$ cat src/rtl/pmem_arbiter_pkg.sv
// Shared types for the physical-memory arbiter: state/port enums, line width
// and the RV32I word type used for line addresses.
package pmem_arbiter_pkg;

  typedef logic [31:0] rv32i_word;

  localparam int S_LINE = 256;

  typedef enum logic [1:0] {ARB_IDLE, ARB_BUSY_I, ARB_BUSY_D} arb_state_t;
  typedef enum logic {PORT_I, PORT_D} arb_port_t;

endpackage

$ cat src/rtl/pmem_arbiter_holdoff.sv
// Per-port post-completion holdoff: loads HOLDOFF when the port's transaction
// completes, then counts down to zero; the port may only be granted at zero.
module pmem_arbiter_holdoff #(
  parameter int HOLDOFF = 2
) (
  input  logic clk,
  input  logic rst,
  input  logic load,
  output logic ready
);

  localparam int CW = $clog2(HOLDOFF + 1);

  logic [CW-1:0] count;

  // NOTE: sequential state uses non-blocking assignments so every register
  // samples pre-edge values, regardless of block ordering.
  always_ff @(posedge clk) begin
    if (!rst) begin
      count <= '0;
    end else if (load) begin
      count <= CW'(HOLDOFF);
    end else if (count != '0) begin
      count <= count - CW'(1);
    end
  end

  assign ready = (count == '0);

endmodule

$ cat src/rtl/pmem_arbiter.sv
// Round-robin arbiter multiplexing I-cache fills and D-cache fills/writebacks
// onto one physical-memory port, one 256-bit line per transaction.
module pmem_arbiter
  import pmem_arbiter_pkg::*;
#(
  parameter int HOLDOFF = 2
) (
  input  logic              clk,
  input  logic              rst,
  input  rv32i_word         i_address,
  input  logic              i_read,
  output logic [S_LINE-1:0] i_rdata,
  output logic              i_resp,
  input  rv32i_word         d_address,
  input  logic              d_read,
  input  logic              d_write,
  input  logic [S_LINE-1:0] d_wdata,
  output logic [S_LINE-1:0] d_rdata,
  output logic              d_resp,
  output rv32i_word         mem_address,
  output logic              mem_read,
  output logic              mem_write,
  output logic [S_LINE-1:0] mem_wdata,
  input  logic [S_LINE-1:0] mem_rdata,
  input  logic              mem_resp
);

  arb_state_t state;
  arb_port_t  last_grant;

  logic i_ready, d_ready;
  logic i_elig, d_elig;
  logic grant_i, grant_d;
  logic busy_i, busy_d;

  assign busy_i = (state == ARB_BUSY_I);
  assign busy_d = (state == ARB_BUSY_D);

  pmem_arbiter_holdoff #(.HOLDOFF(HOLDOFF)) u_holdoff_i (
    .clk   (clk),
    .rst   (rst),
    .load  (busy_i && mem_resp),
    .ready (i_ready)
  );

  pmem_arbiter_holdoff #(.HOLDOFF(HOLDOFF)) u_holdoff_d (
    .clk   (clk),
    .rst   (rst),
    .load  (busy_d && mem_resp),
    .ready (d_ready)
  );

  // Grant only from IDLE; on a tie the port that was not served last wins.
  always_comb begin
    // NOTE: every always_comb output gets a default first so no path can
    // leave it unassigned and infer a latch.
    i_elig  = 1'b0;
    d_elig  = 1'b0;
    grant_i = 1'b0;
    grant_d = 1'b0;
    if (state == ARB_IDLE) begin
      i_elig  = i_read && i_ready;
      d_elig  = (d_read || d_write) && d_ready;
      grant_d = d_elig && (!i_elig || last_grant == PORT_I);
      grant_i = i_elig && !grant_d;
    end
  end

  always_ff @(posedge clk) begin
    if (!rst) begin
      state      <= ARB_IDLE;
      last_grant <= PORT_I;
    end else begin
      case (state)
        ARB_IDLE: begin
          if (grant_d) begin
            state      <= ARB_BUSY_D;
            last_grant <= PORT_D;
          end else if (grant_i) begin
            state      <= ARB_BUSY_I;
            last_grant <= PORT_I;
          end
        end
        ARB_BUSY_I, ARB_BUSY_D: begin
          if (mem_resp) state <= ARB_IDLE;
        end
        default: state <= ARB_IDLE;
      endcase
    end
  end

  // Memory-side request is latched at grant and held until mem_resp; a
  // simultaneous d_read/d_write is served as a writeback.
  always_ff @(posedge clk) begin
    if (!rst) begin
      mem_address <= '0;
      mem_read    <= 1'b0;
      mem_write   <= 1'b0;
      mem_wdata   <= '0;
    end else if (grant_d) begin
      mem_address <= d_address;
      mem_read    <= d_read && !d_write;
      mem_write   <= d_write;
      mem_wdata   <= d_wdata;
    end else if (grant_i) begin
      mem_address <= i_address;
      mem_read    <= 1'b1;
      mem_write   <= 1'b0;
    end else if ((busy_i || busy_d) && mem_resp) begin
      mem_read    <= 1'b0;
      mem_write   <= 1'b0;
    end
  end

  assign i_resp  = busy_i && mem_resp;
  assign d_resp  = busy_d && mem_resp;
  assign i_rdata = busy_i ? mem_rdata : '0;
  assign d_rdata = busy_d ? mem_rdata : '0;

  d_read_write_exclusive : assert property (
    @(posedge clk) disable iff (!rst) !(d_read && d_write)
  );

endmodule

$ cat config.mk
export PLATFORM = sky130hd
export DESIGN_NAME = pmem_arbiter
export DESIGN_NICKNAME = d
export VERILOG_FILES = /design/src/rtl/pmem_arbiter_pkg.sv /design/src/rtl/pmem_arbiter_holdoff.sv /design/src/rtl/pmem_arbiter.sv
export SDC_FILE = /design/constraint.sdc
export NUM_CORES = 1
export LEC_CHECK = 0
export CORE_AREA = 2 2 535 537
export CTS_CLUSTER_SIZE = 12
export DETAILED_ROUTE_END_ITERATION = 16
export DIE_AREA = 0 0 537 539
export GPL_TIMING_DRIVEN = 1
export PLACE_DENSITY = 0.34
export SLEW_MARGIN = 15
export SYNTH_ARGS = -nofsm -noshare
export SYNTH_HDL_FRONTEND = slang
export SYNTH_SLANG_ARGS = --single-unit
$ cat constraint.sdc
create_clock -name clk -period 2.2 [get_ports clk]
set_input_delay 0.22 -clock clk [delete_from_list [all_inputs] [get_ports clk]]
set_output_delay 0.22 -clock clk [all_outputs]
set_load 0.02 [all_outputs]
**Word-level counts from Yosys, hierarchy flattened**

Index checks and enable logic that the tools add are counted.

- Logic and storage cells: 67
- Output and inout bits: 804
- Register bits after elaboration: 297

- Muxes and demuxes: 21
- Reduce and logical (&&, ||, !) cells: 28
- Bitwise logic cells: 2
- Add/subtract/negate cells: 2
- Equal/unequal tests: 4

Operators by type and width:

| operator | count |
|---|---|
| $mux 256 | 2 |
| $mux 32 | 2 |
| $mux 2 | 7 |
| $reduce_bool 2->1 | 5 |
| $mux 1 | 9 |
| $logic_and 1x1->1 | 8 |
| $logic_not 2->1 | 3 |
| $reduce_or 2->1 | 3 |
| $pmux 2 s2 | 1 |
| $reduce_and 2->1 | 2 |
| $sub 2x1->2 const B | 2 |
| $logic_not 1->1 | 3 |
| $logic_or 1x1->1 | 3 |
| $ne 3x3->1 const B | 1 |
| $reduce_bool 3->1 | 1 |
| $eq 2x1->1 const B | 1 |
| $eq 2x2->1 const B | 1 |
| $ne 2x2->1 const B | 1 |
| $not 1->1 | 2 |

**Depth between registers and ports, before layout**

- Depth after elaboration: 11
- Mapped depth: 8
- Mapped depth without buffers: 6

**Hierarchy**

A second synthesis with hierarchy kept.

- Cells, all modules: 1971
- Area, all modules: 15044.4 um^2

Modules (own cells, without submodules):

| module | area each (um^2) | seq. area each (um^2) | cells an instance | times used |
|---|---|---|---|---|
| pmem_arbiter | 14909.3 | 5865.6 | 1959 | 1 |
| pmem_arbiter_holdoff | 67.6 | 40.0 | 6 | 2 |

**Least setup slack after synthesis**

No wires, ideal clock.

- Path kind: register -> output
- From: register state[0]
- To: output port d_rdata[100]
- Setup slack: 666 ps
- Data required time: 1980 ps
- Stages on the path, launching flop included: 6
- Arrival time: 1314 ps
- Path through: dfxtp_1 inv_1 ha_1 clkbuf_1 clkbuf_1 and2_1

- Word-level cells in the longest chain between the ends: 2

Ends and longest elaborated chain:

| item | line | source |
|---|---|---|
| start, declared | pmem_arbiter.sv:28 | `arb_state_t state;` |
| start signal, assigned | pmem_arbiter.sv:71 | `state <= ARB_IDLE;` |
| start signal, assigned | pmem_arbiter.sv:77 | `state <= ARB_BUSY_D;` |
| start signal, assigned | pmem_arbiter.sv:80 | `state <= ARB_BUSY_I;` |
| $eq 2x2->1 | pmem_arbiter.sv:37 | `assign busy_d = (state == ARB_BUSY_D);` |
| $mux 256 | pmem_arbiter.sv:118 | `assign d_rdata = busy_d ? mem_rdata : '0;` |
| end, declared | pmem_arbiter.sv:18 | `output logic [S_LINE-1:0] d_rdata,` |

No other way between the ends.

**Worst setup path in the final report**

- From: register state[1]
- To: output port d_rdata[191]

The elaborated chain is that of the path after synthesis.

==> impl_metrics.tcl <==
set metrics [dict create \
    fin_crit_sh_pct 105.5 \
    hold_buffers 0 \
    fmax_mhz 431.0 \
    clockRootBuffer "clkbuf_16" \
    post-route-util_pct 12.92 \
    maxCapViolations 0 \
    ant_nets 0 \
    p_leak_uw 0.01365 \
    globalplace.congestion 1.433 \
    synth-xor-area-share_pct 0 \
    clk_latency_ps 640 \
    synth-warning-count 0 \
    seq_area_um2 5948 \
    worst_ep_arrival_time_ps 2100 \
    critical-path-max-stage-delay_ps 320 \
    synth.most_common_cell "nand2_1" \
    track_usage_pct 15.80 \
    start_kind "register" \
    dr.first_iter.drc_count 1166 \
    synth_cell_types 30 \
    num_vias 20160 \
    crit_chain "buf_4, ha_4, buf_12, clkbuf_16, and2_1, clkdlybuf4s15_2" \
    path_class "reg2out" \
    slew_headroom_pct 50.68 \
    worst_pin_slew_ps 737.5 \
    hpwl_um 213400 \
    area_growth_pct 160.9 \
    tns_ps -14380 \
    seq_area_frac_synth_pct 42.26 \
    cts_num_sinks 297 \
    synth_edf_count 0 \
    grt_max_degree 71 \
    finalCriticalPeriod_ps 2320 \
    cp_max_fo 23 \
    hp-class "in2reg" \
    drive_above_1_share_pct 23.59 \
    syn_area_um2 14070 \
    synth_top_family_by_area "simple AND/OR/NAND/NOR gates" \
    report.final.slew_viol_count 0 \
    ir_drop_mv 0.5219 \
    violations "setup timing" \
    ys_seq_elements 297 \
    power.density_nw_per_um2 916.7 \
    clk_pin_slew_worst_paths_ps 60 \
    dieHeight_um 539 \
    cp_top_family "buffers and inverters" \
    cts_buffer_depth 3 \
    synth-compound-area-share_pct 12.95 \
    ctsHtreeMaxLevel 2 \
    start_util_pct 4.954 \
    async_reset_ff_share_pct 0 \
    fp.dieArea_um2 289400 \
    synth.area.top_cells "dfxtp_1 (42%), and2_1 (23%), nand2_1 (16%)" \
    synth_fa_ha_area_share_pct 0.2668 \
    synth_ff_type "dfxtp_1" \
    yosysTopAreaCellShare_pct 42.26 \
    finalWorstSetupSlack_ps -120.1 \
    fin_nets 3896 \
    multi_input_area_um2 7621 \
    finalClockSkew_ps 20.56 \
    crit_buf_inv 4 \
    power_uw 33640 \
    layout.cells.non_filler 7198 \
    io_pins 1386 \
    synthCells 1920 \
    avgRoutedWirePerCell_um 33.14 \
    hold_violations 0 \
    route.detailed.drc 0 \
    cpMaxStageDelayCell "dfxtp_2" \
    rsz0062_at_grt "yes" \
    overflow 0 \
    cp.required_ps 1980 \
    endpoint_kind "output port" \
    syn_nets 2505 \
    dr.pass1.iters 4 \
    synth-simple-area-share_pct 39.28 \
    routed_wl_um 238600 \
    syn_avg_cell_area_um2 7.328 \
    setup_viol 275 \
    core-area_um2 284000 \
    die_w_um 537 \
    cts_tree "built" \
    status "complete, but fails checks" \
    cts_made_buffers 41 \
    antenna_found_initial 217 \
    port_buffers 1385 \
    synth_common_cells "nand2_1 (584), and2_1 (515), dfxtp_1 (297)" \
    vias_per_cell 2.800 \
    synth_top_cell_by_area "dfxtp_1" \
    place_inst 6999 \
    hold-worst-slack_ps 125.6 \
    yosys-mux-area-fraction_pct 0.07114 \
    fillCellCount 32610 \
    grt_pass1_vias 20080 \
    rows 196 \
    grt_pass1_wl_um 281500 \
]
-- what timing repair did --
action | 4_1_cts | 5_1_grt
setup buffers | 16 | 4
gates resized for setup | 889 | 290
pin swaps | 2 | 0
gates cloned | 8 | 4
setup endpoints to repair | 519 | 531
-- sequential cells by signal, indices dropped and copies added (netlist names) --
| register | count |
|---|---|
| last_grant | 1 |
| mem_address | 32 |
| mem_read | 1 |
| mem_wdata | 256 |
| mem_write | 1 |
| state | 2 |
| u_holdoff_d.count | 2 |
| u_holdoff_i.count | 2 |
-- stage by stage --
stage                     setup WS, ps  cell area, um^2
after floorplan                  666.4            14070
after global placement           53.76            34820
after detailed placement         47.11            34820
after CTS                       -212.1            36580
after global routing            -210.0            36670
final                           -120.1            36700
-- cell usage in the layout, fill, tap and decap left out, types with 3 or more instances in the layout --
cell and count:
clkdlybuf4s50_1 831, nand2_1 584, and2_1 435, dfxtp_1 295, a21oi_1 292, buf_12 224
buf_4 166, diode_2 95, and2_4 77, clkdlybuf4s15_2 74, clkbuf_2 58, buf_2 56
clkbuf_16 45, buf_6 41, a311oi_1 32, dlygate4sd2_1 25, clkdlybuf4s15_1 18, clkbuf_1 14
buf_16 11, clkbuf_8 6, nor3_1 4, nor2_1 4, a21o_1 3, and2_2 3
clkinv_16 3, clkinv_2 3, buf_8 3
-- cell families after synthesis --
group / Yosys count
adders and majority gates: 3
buffers and inverters: 170
muxes: 1
and+or+nand+nor: 1117
DFF: 297
AOI/OAI and AO/OA: 332
-- worst paths after layout --
| path | from | endpoint | slack [ps] | cells after the start |
|---|---|---|---|---|
| max | state[1] | d_rdata[191] | -120 | 6 |
| min | d_wdata[136] | mem_wdata[136] | 130 | 3 |
| max reg2reg | state[0] | mem_address[21] | 200 | 6 |
| min reg2reg | mem_wdata[13] | mem_wdata[13] | 450 | 2 |
-- area by class of cell --
| cell class | instances | share of cell area, % |
|---|---|---|
| repair buffers | 1513 | 45.78 |
| multi-input cells | 1453 | 20.76 |
| flip-flops and latches | 297 | 16.21 |
| well taps | 3762 | 12.82 |
| clock buffers | 61 | 3.164 |
| diodes | 95 | 0.6477 |
| clock inverters | 12 | 0.5454 |
| inverters | 5 | 0.07159 |
-- per-layer routing --
| metal | global-route usage, % | wire length (um) | vias up |
|---|---|---|---|
| met4 | 7.498 | 11510 | 70 |
| met3 | 9.680 | 33930 | 396 |
| li1 | - | - | 8997 |
| met5 | 0 | 475 | - |
| met2 | 26.95 | 115300 | 1284 |
| met1 | 14.85 | 77360 | 9409 |
-- worst reg2reg max path: stages (launching register included) --
cell and delay, ps:
dfxtp_2 340, inv_2 90, ha_1 290, buf_4 430, and2_1 350, buf_12 230, a311oi_1 140
-- report_power, final --
group          switching [uW]  leakage, uW  internal [uW]
Sequential                698      0.00245           6530
Combinational           11600       0.0105           7910
Clock                    2980     0.000657           3940
Total                   15300       0.0137          18400
Note: power is estimated with default switching activity, not from simulation.
